### src/rtl/cfi_pkg.sv
// Shared types and flag encodings for the CFI commit-log queue.
package cfi_pkg;

    localparam int unsigned VLEN = 64;

    localparam logic [3:0] CFI_FLAG_BRANCH = 4'b1000;
    localparam logic [3:0] CFI_FLAG_JUMP   = 4'b0100;
    localparam logic [3:0] CFI_FLAG_CALL   = 4'b0010;
    localparam logic [3:0] CFI_FLAG_RETURN = 4'b0001;

    typedef struct packed {
        logic [VLEN-1:0] pc;
        logic [VLEN-1:0] target;
        logic [3:0]      flags;
    } cfi_commit_log_t;

endpackage

### src/rtl/cfi_log_fifo.sv
// Synchronous FIFO of CFI log records; head is read combinationally from storage.
module cfi_log_fifo
    import cfi_pkg::*;
#(
    parameter int unsigned DEPTH = 8
) (
    input  logic            clk_i,
    input  logic            rst_i,
    input  logic            flush_i,
    input  logic            push_i,
    input  cfi_commit_log_t data_i,
    input  logic            pop_i,
    output cfi_commit_log_t data_o,
    output logic            full_o,
    output logic            empty_o
);

    localparam int unsigned PtrW = $clog2(DEPTH);
    localparam int unsigned CntW = PtrW + 1;

    cfi_commit_log_t mem_q [DEPTH];
    cfi_commit_log_t mem_d [DEPTH];
    logic [PtrW-1:0] wr_ptr_q, wr_ptr_d;
    logic [PtrW-1:0] rd_ptr_q, rd_ptr_d;
    logic [CntW-1:0] count_q, count_d;
    logic            push_ok;
    logic            pop_ok;

    assign full_o  = (count_q == CntW'(DEPTH));
    assign empty_o = (count_q == '0);
    assign data_o  = mem_q[rd_ptr_q];

    // A push into a full FIFO is legal only when the head leaves in the same cycle.
    assign pop_ok  = pop_i & ~empty_o & ~flush_i;
    assign push_ok = push_i & (~full_o | pop_ok) & ~flush_i;

    always_comb begin
        mem_d    = mem_q;
        wr_ptr_d = wr_ptr_q;
        rd_ptr_d = rd_ptr_q;
        count_d  = count_q;
        if (flush_i) begin
            wr_ptr_d = '0;
            rd_ptr_d = '0;
            count_d  = '0;
        end else begin
            if (push_ok) begin
                mem_d[wr_ptr_q] = data_i;
                wr_ptr_d        = wr_ptr_q + PtrW'(1);
            end
            if (pop_ok) begin
                rd_ptr_d = rd_ptr_q + PtrW'(1);
            end
            unique case ({push_ok, pop_ok})
                2'b10:   count_d = count_q + CntW'(1);
                2'b01:   count_d = count_q - CntW'(1);
                default: count_d = count_q;
            endcase
        end
    end

    always_ff @(posedge clk_i) begin
        if (rst_i) begin
            mem_q    <= '{default: '0};
            wr_ptr_q <= '0;
            rd_ptr_q <= '0;
            count_q  <= '0;
        end else begin
            mem_q    <= mem_d;
            wr_ptr_q <= wr_ptr_d;
            rd_ptr_q <= rd_ptr_d;
            count_q  <= count_d;
        end
    end

endmodule

### src/rtl/cfi_log_frontend.sv
// Classifies committed CFI instructions and queues one log record per instruction.
module cfi_log_frontend
    import cfi_pkg::*;
#(
    parameter int unsigned DEPTH         = 8,
    parameter int unsigned STALL_ON_FULL = 1
) (
    input  logic            clk_i,
    input  logic            rst_i,
    input  logic            flush_i,
    input  logic            commit_valid_i,
    input  logic [VLEN-1:0] commit_pc_i,
    input  logic [VLEN-1:0] commit_target_i,
    input  logic            is_branch_i,
    input  logic            is_jump_i,
    input  logic            is_call_i,
    input  logic            is_return_i,
    output logic            stall_o,
    output cfi_commit_log_t log_o,
    output logic            queue_empty_o,
    input  logic            queue_pop_i,
    output logic [31:0]     dropped_o
);

    logic [3:0]      flags;
    logic            cfi_commit;
    logic            can_push;
    logic            push;
    logic            drop;
    logic            fifo_full;
    cfi_commit_log_t rec;
    logic [31:0]     dropped_q, dropped_d;

    // Priority order matters: a call that also looks like a return is a call.
    always_comb begin
        flags = 4'b0000;
        if (is_call_i) begin
            flags = CFI_FLAG_CALL;
        end else if (is_return_i) begin
            flags = CFI_FLAG_RETURN;
        end else if (is_jump_i) begin
            flags = CFI_FLAG_JUMP;
        end else if (is_branch_i) begin
            flags = CFI_FLAG_BRANCH;
        end
    end

    assign cfi_commit = commit_valid_i & (|flags);
    assign can_push   = ~fifo_full | (queue_pop_i & ~queue_empty_o);

    always_comb begin
        stall_o = 1'b0;
        drop    = 1'b0;
        if (STALL_ON_FULL != 0) begin
            stall_o = cfi_commit & ~can_push & ~flush_i & ~rst_i;
        end else begin
            drop = cfi_commit & ~can_push;
        end
    end

    assign push       = cfi_commit & can_push & ~stall_o & ~flush_i;
    assign rec.pc     = commit_pc_i;
    assign rec.target = commit_target_i;
    assign rec.flags  = flags;

    always_comb begin
        dropped_d = dropped_q;
        if (drop && (dropped_q != 32'hFFFF_FFFF)) begin
            dropped_d = dropped_q + 32'd1;
        end
    end

    always_ff @(posedge clk_i) begin
        if (rst_i) begin
            dropped_q <= '0;
        end else begin
            dropped_q <= dropped_d;
        end
    end

    assign dropped_o = dropped_q;

    cfi_log_fifo #(
        .DEPTH (DEPTH)
    ) u_fifo (
        .clk_i   (clk_i),
        .rst_i   (rst_i),
        .flush_i (flush_i),
        .push_i  (push),
        .data_i  (rec),
        .pop_i   (queue_pop_i),
        .data_o  (log_o),
        .full_o  (fifo_full),
        .empty_o (queue_empty_o)
    );

endmodule

### config.mk
export PLATFORM = sky130hd
export DESIGN_NAME = cfi_log_frontend
export DESIGN_NICKNAME = d
export VERILOG_FILES = /design/src/rtl/cfi_pkg.sv /design/src/rtl/cfi_log_fifo.sv /design/src/rtl/cfi_log_frontend.sv
export SDC_FILE = /design/constraint.sdc
export NUM_CORES = 2
export LEC_CHECK = 0
export BUFFER_PORTS_ARGS = -buffer_cell sky130_fd_sc_hd__buf_2
export CAP_MARGIN = 15
export CELL_PAD_IN_SITES_DETAIL_PLACEMENT = 1
export CELL_PAD_IN_SITES_GLOBAL_PLACEMENT = 1
export CORE_ASPECT_RATIO = 0.75
export CORE_MARGIN = 1.5
export CORE_UTILIZATION = 46
export DETAILED_ROUTE_END_ITERATION = 10
export PLACE_DENSITY = 0.78
export SYNTH_ARGS = -nofsm -noshare
export SYNTH_HDL_FRONTEND = slang
export SYNTH_SLANG_ARGS = --single-unit
### constraint.sdc
create_clock -name clk_i -period 4.11 [get_ports clk_i]
set_clock_uncertainty 0.2 [all_clocks]
set_input_delay 0.822 -clock clk_i [delete_from_list [all_inputs] [get_ports clk_i]]
set_output_delay 0.822 -clock clk_i [all_outputs]
set_load 0.05 [all_outputs]
==> flow_summary.toml <==
[clock_network]
worstSkewPairLatency_ns = 0.71
cts_tree = "yes"
cts.sinks = 1066
path_clk_slew_ns = 0.07
post-cts-setup-buffers = 0
hold_buffers = 0
post_cts_resized = 0
numCtsBuffers = 107
clk_path_buf_depth = 3
htreeDepth = 3
cts-root-buf = "clkbuf_16"

[sta]
fin_crit_ns = 3.91
maxSlewViolCount = 0
hold_ws_ns = 0.210
max_slew_margin = 0.267
setup_tns_ns = 0
fin_crit_sh = 0.952
setup_viol = 0
tightest_slew_ns = 1.10
setup_ws_ns = 0.196
hold_violations = 0
max_freq_mhz = 255
rsz0062_at_grt = "false"

[detailed_routing]
wl_um = 149000
routedWlPerCell_um = 22.6
viasPerCell = 5.77
drt_iter0_drc = 3061
drc = 0
num_vias = 38100
drt_pre_antenna_iters = 5
postRouteAntennaNets = 0

[logic_synthesis]
synth_area_sq_um = 45400
synth_edf_count = 0
yosysWarnings = 0
ys_seq_elements = 1066
synthDistinctLibCells = 43
seq_area_frac_synth = 0.470
syn_area_per_cell_sq_um = 8.61
synthFlopType = "dfxtp_1"
async_flop_share = 0
syn_inst = 5277

[setup_path]
crit_buf_inv = 3
cp_top_family = "multiplexers"
end_kind = "output port"
critPathMostFrequentCell = "buf_12"
cp_cell_sequence = "buf_12 > buf_12 > mux4_2 > mux2_2 > buf_2"
cp_slowest_cell = "dfxtp_4"
cp.arrival_ns = 2.89
path_max_fanout = 23
worst_ep_required_time_ns = 3.09
crit_path_start_kind = "register"
crit_type = "reg2out"
reg2regPathDepth = 5
max_stage_delay_ns = 0.56
path_depth = 5

[placed_design]
port_buffers = 270
placed_area_sq_um = 47200
place_hpwl_um = 80800
dp_slack_ns = 0.615
gp_congestion = 0.735

[floorplan]
die_w_um = 366
num_rows = 99
core_area_sq_um = 97600
dieArea_sq_um = 101000
initial_core_util = 0.465
dieHeight_um = 275
io_pins = 303

[finish]
drive_gt1_frac = 0.181
fin_nets = 5327
multi_input_comb_area_sq_um = 21600
synthToLayoutAreaGrowth_pct = 11.7
fill_cells = 11400
post-route-cell-area_sq_um = 50800
regArea_sq_um = 21400

[run]
drv_cap = 0

[hold_path]
hold_path_class = "in2reg"
whs_path_depth = 3

[global_routing]
grt-ovfl-total = 0
grt_first_pass_wirelength_um = 230000
antenna_found_initial = 27
grtUsageTotal = 0.290
grt_pass1_vias = 39400
grt_max_degree = 227

[pwr]
cellPowerDensity_nw_per_um2 = 426
peakVddDrop_uv = 310
p_leak_nw = 16.8
finalPower_mw = 21.6

[run_status]
status = "complete, no violations"
[final cells by class]
class,instances,share of cell area
Antenna cell,16,0.000789
Clock buffer,157,0.0632
Clock inverter,36,0.00599
Inverter,3,0.000222
Multi-Input combinational cell,3650,0.425
Sequential cell,1066,0.421
Tap cell,1313,0.0324
Timing Repair Buffer,356,0.0521
[per-stage QoR]
stage	util	std cells
after floorplan	-	5308
after global placement	0.484	6388
after detailed placement	0.484	6388
after CTS	0.520	6581
after global routing	0.520	6595
final	0.520	6597
[cell usage after synthesis, types with 4 or more instances]
library cell / count / share of area
a21oi_1: 1035 / 0.11
buf_1: 73 / 0.0060
buf_2: 158 / 0.017
buf_4: 77 / 0.013
clkbuf_1: 277 / 0.023
dfxtp_1: 1066 / 0.47
ha_1: 5 / 0.0014
mux2_2: 132 / 0.033
mux4_2: 264 / 0.13
nand2_1: 2067 / 0.17
nand3b_1: 25 / 0.0041
nor2_1: 17 / 0.0014
o2111a_1: 4 / 0.00099
o2111ai_4: 4 / 0.0023
o21ai_0: 26 / 0.0029
xor2_1: 5 / 0.00096
[power by group]
group          internal (mW)  total [mW]  switching, mW
registers               10.4        10.5         0.0484
logic                  0.323        1.25          0.928
clock network           5.58        9.90           4.32
total                   16.3        21.6           5.29
[cells in the final DEF, fill, tap and decap left out, types with 3 or more instances in the layout]
cell type	instances
mux4_2	264
clkbuf_8	30
buf_12	51
dfxtp_4	3
buf_2	269
mux2_2	132
dfxtp_1	1063
a21oi_1	1035
nor3b_1	3
o2111a_4	4
buf_4	35
o211a_4	4
clkbuf_16	109
nand2_1	2067
o21ai_0	26
inv_1	3
xor2_1	5
diode_2	16
clkinv_2	24
inv_6	3
ha_1	5
nor2_1	17
clkbuf_1	18
o211ai_4	4
nand3b_1	25
o2111ai_4	4
conb_1	32
bufinv_16	3
[worst register-to-register path, cell delays in order, from the launching register on]
cell     delay, ns
dfxtp_1       0.56
nor4b_2       0.44
o211a_4       0.76
buf_4         0.59
nand2_1       0.17
a21oi_1       0.19
[worst paths after layout]
check                                   startpoint           endpoint  slack [ns]
worst min-delay path               commit_pc_i[21]  u_fifo.mem_q[221]        0.21
worst min register to register   u_fifo.mem_q[168]  u_fifo.mem_q[168]        0.25
worst max register to register  u_fifo.wr_ptr_q[0]  u_fifo.mem_q[812]        1.13
worst max-delay path            u_fifo.rd_ptr_q[0]           log_o[0]        0.20
[metal layers]
layer,vias to the layer above,GRT usage,share of wire
li1,17300,-,-
met1,19500,0.377,0.43
met2,930,0.498,0.49
met3,263,0.0454,0.050
met4,20,0.0930,0.026
met5,-,0,0.00080
[cells by family (layout without fill, tap and decap cells)]
family | count (synthesis) | in the layout | share of synthesized area
other cells | 1 | 48 | 0.0000825
mux | 398 | 398 | 0.164
xor+xnor | 6 | 6 | 0.00116
compound gates | 1082 | 1082 | 0.124
flops | 1066 | 1066 | 0.470
buf+inv | 592 | 552 | 0.0601
simple gates | 2126 | 2126 | 0.179
fa+ha+maj | 6 | 6 | 0.00182
[registers in the layout, summed over array words and instances, names as in the netlist]
name and count:
u_fifo.count_q 4, u_fifo.wr_ptr_q 3, u_fifo.rd_ptr_q 3, u_fifo.mem_q 1056
Note: power is estimated with default switching activity, not from simulation.
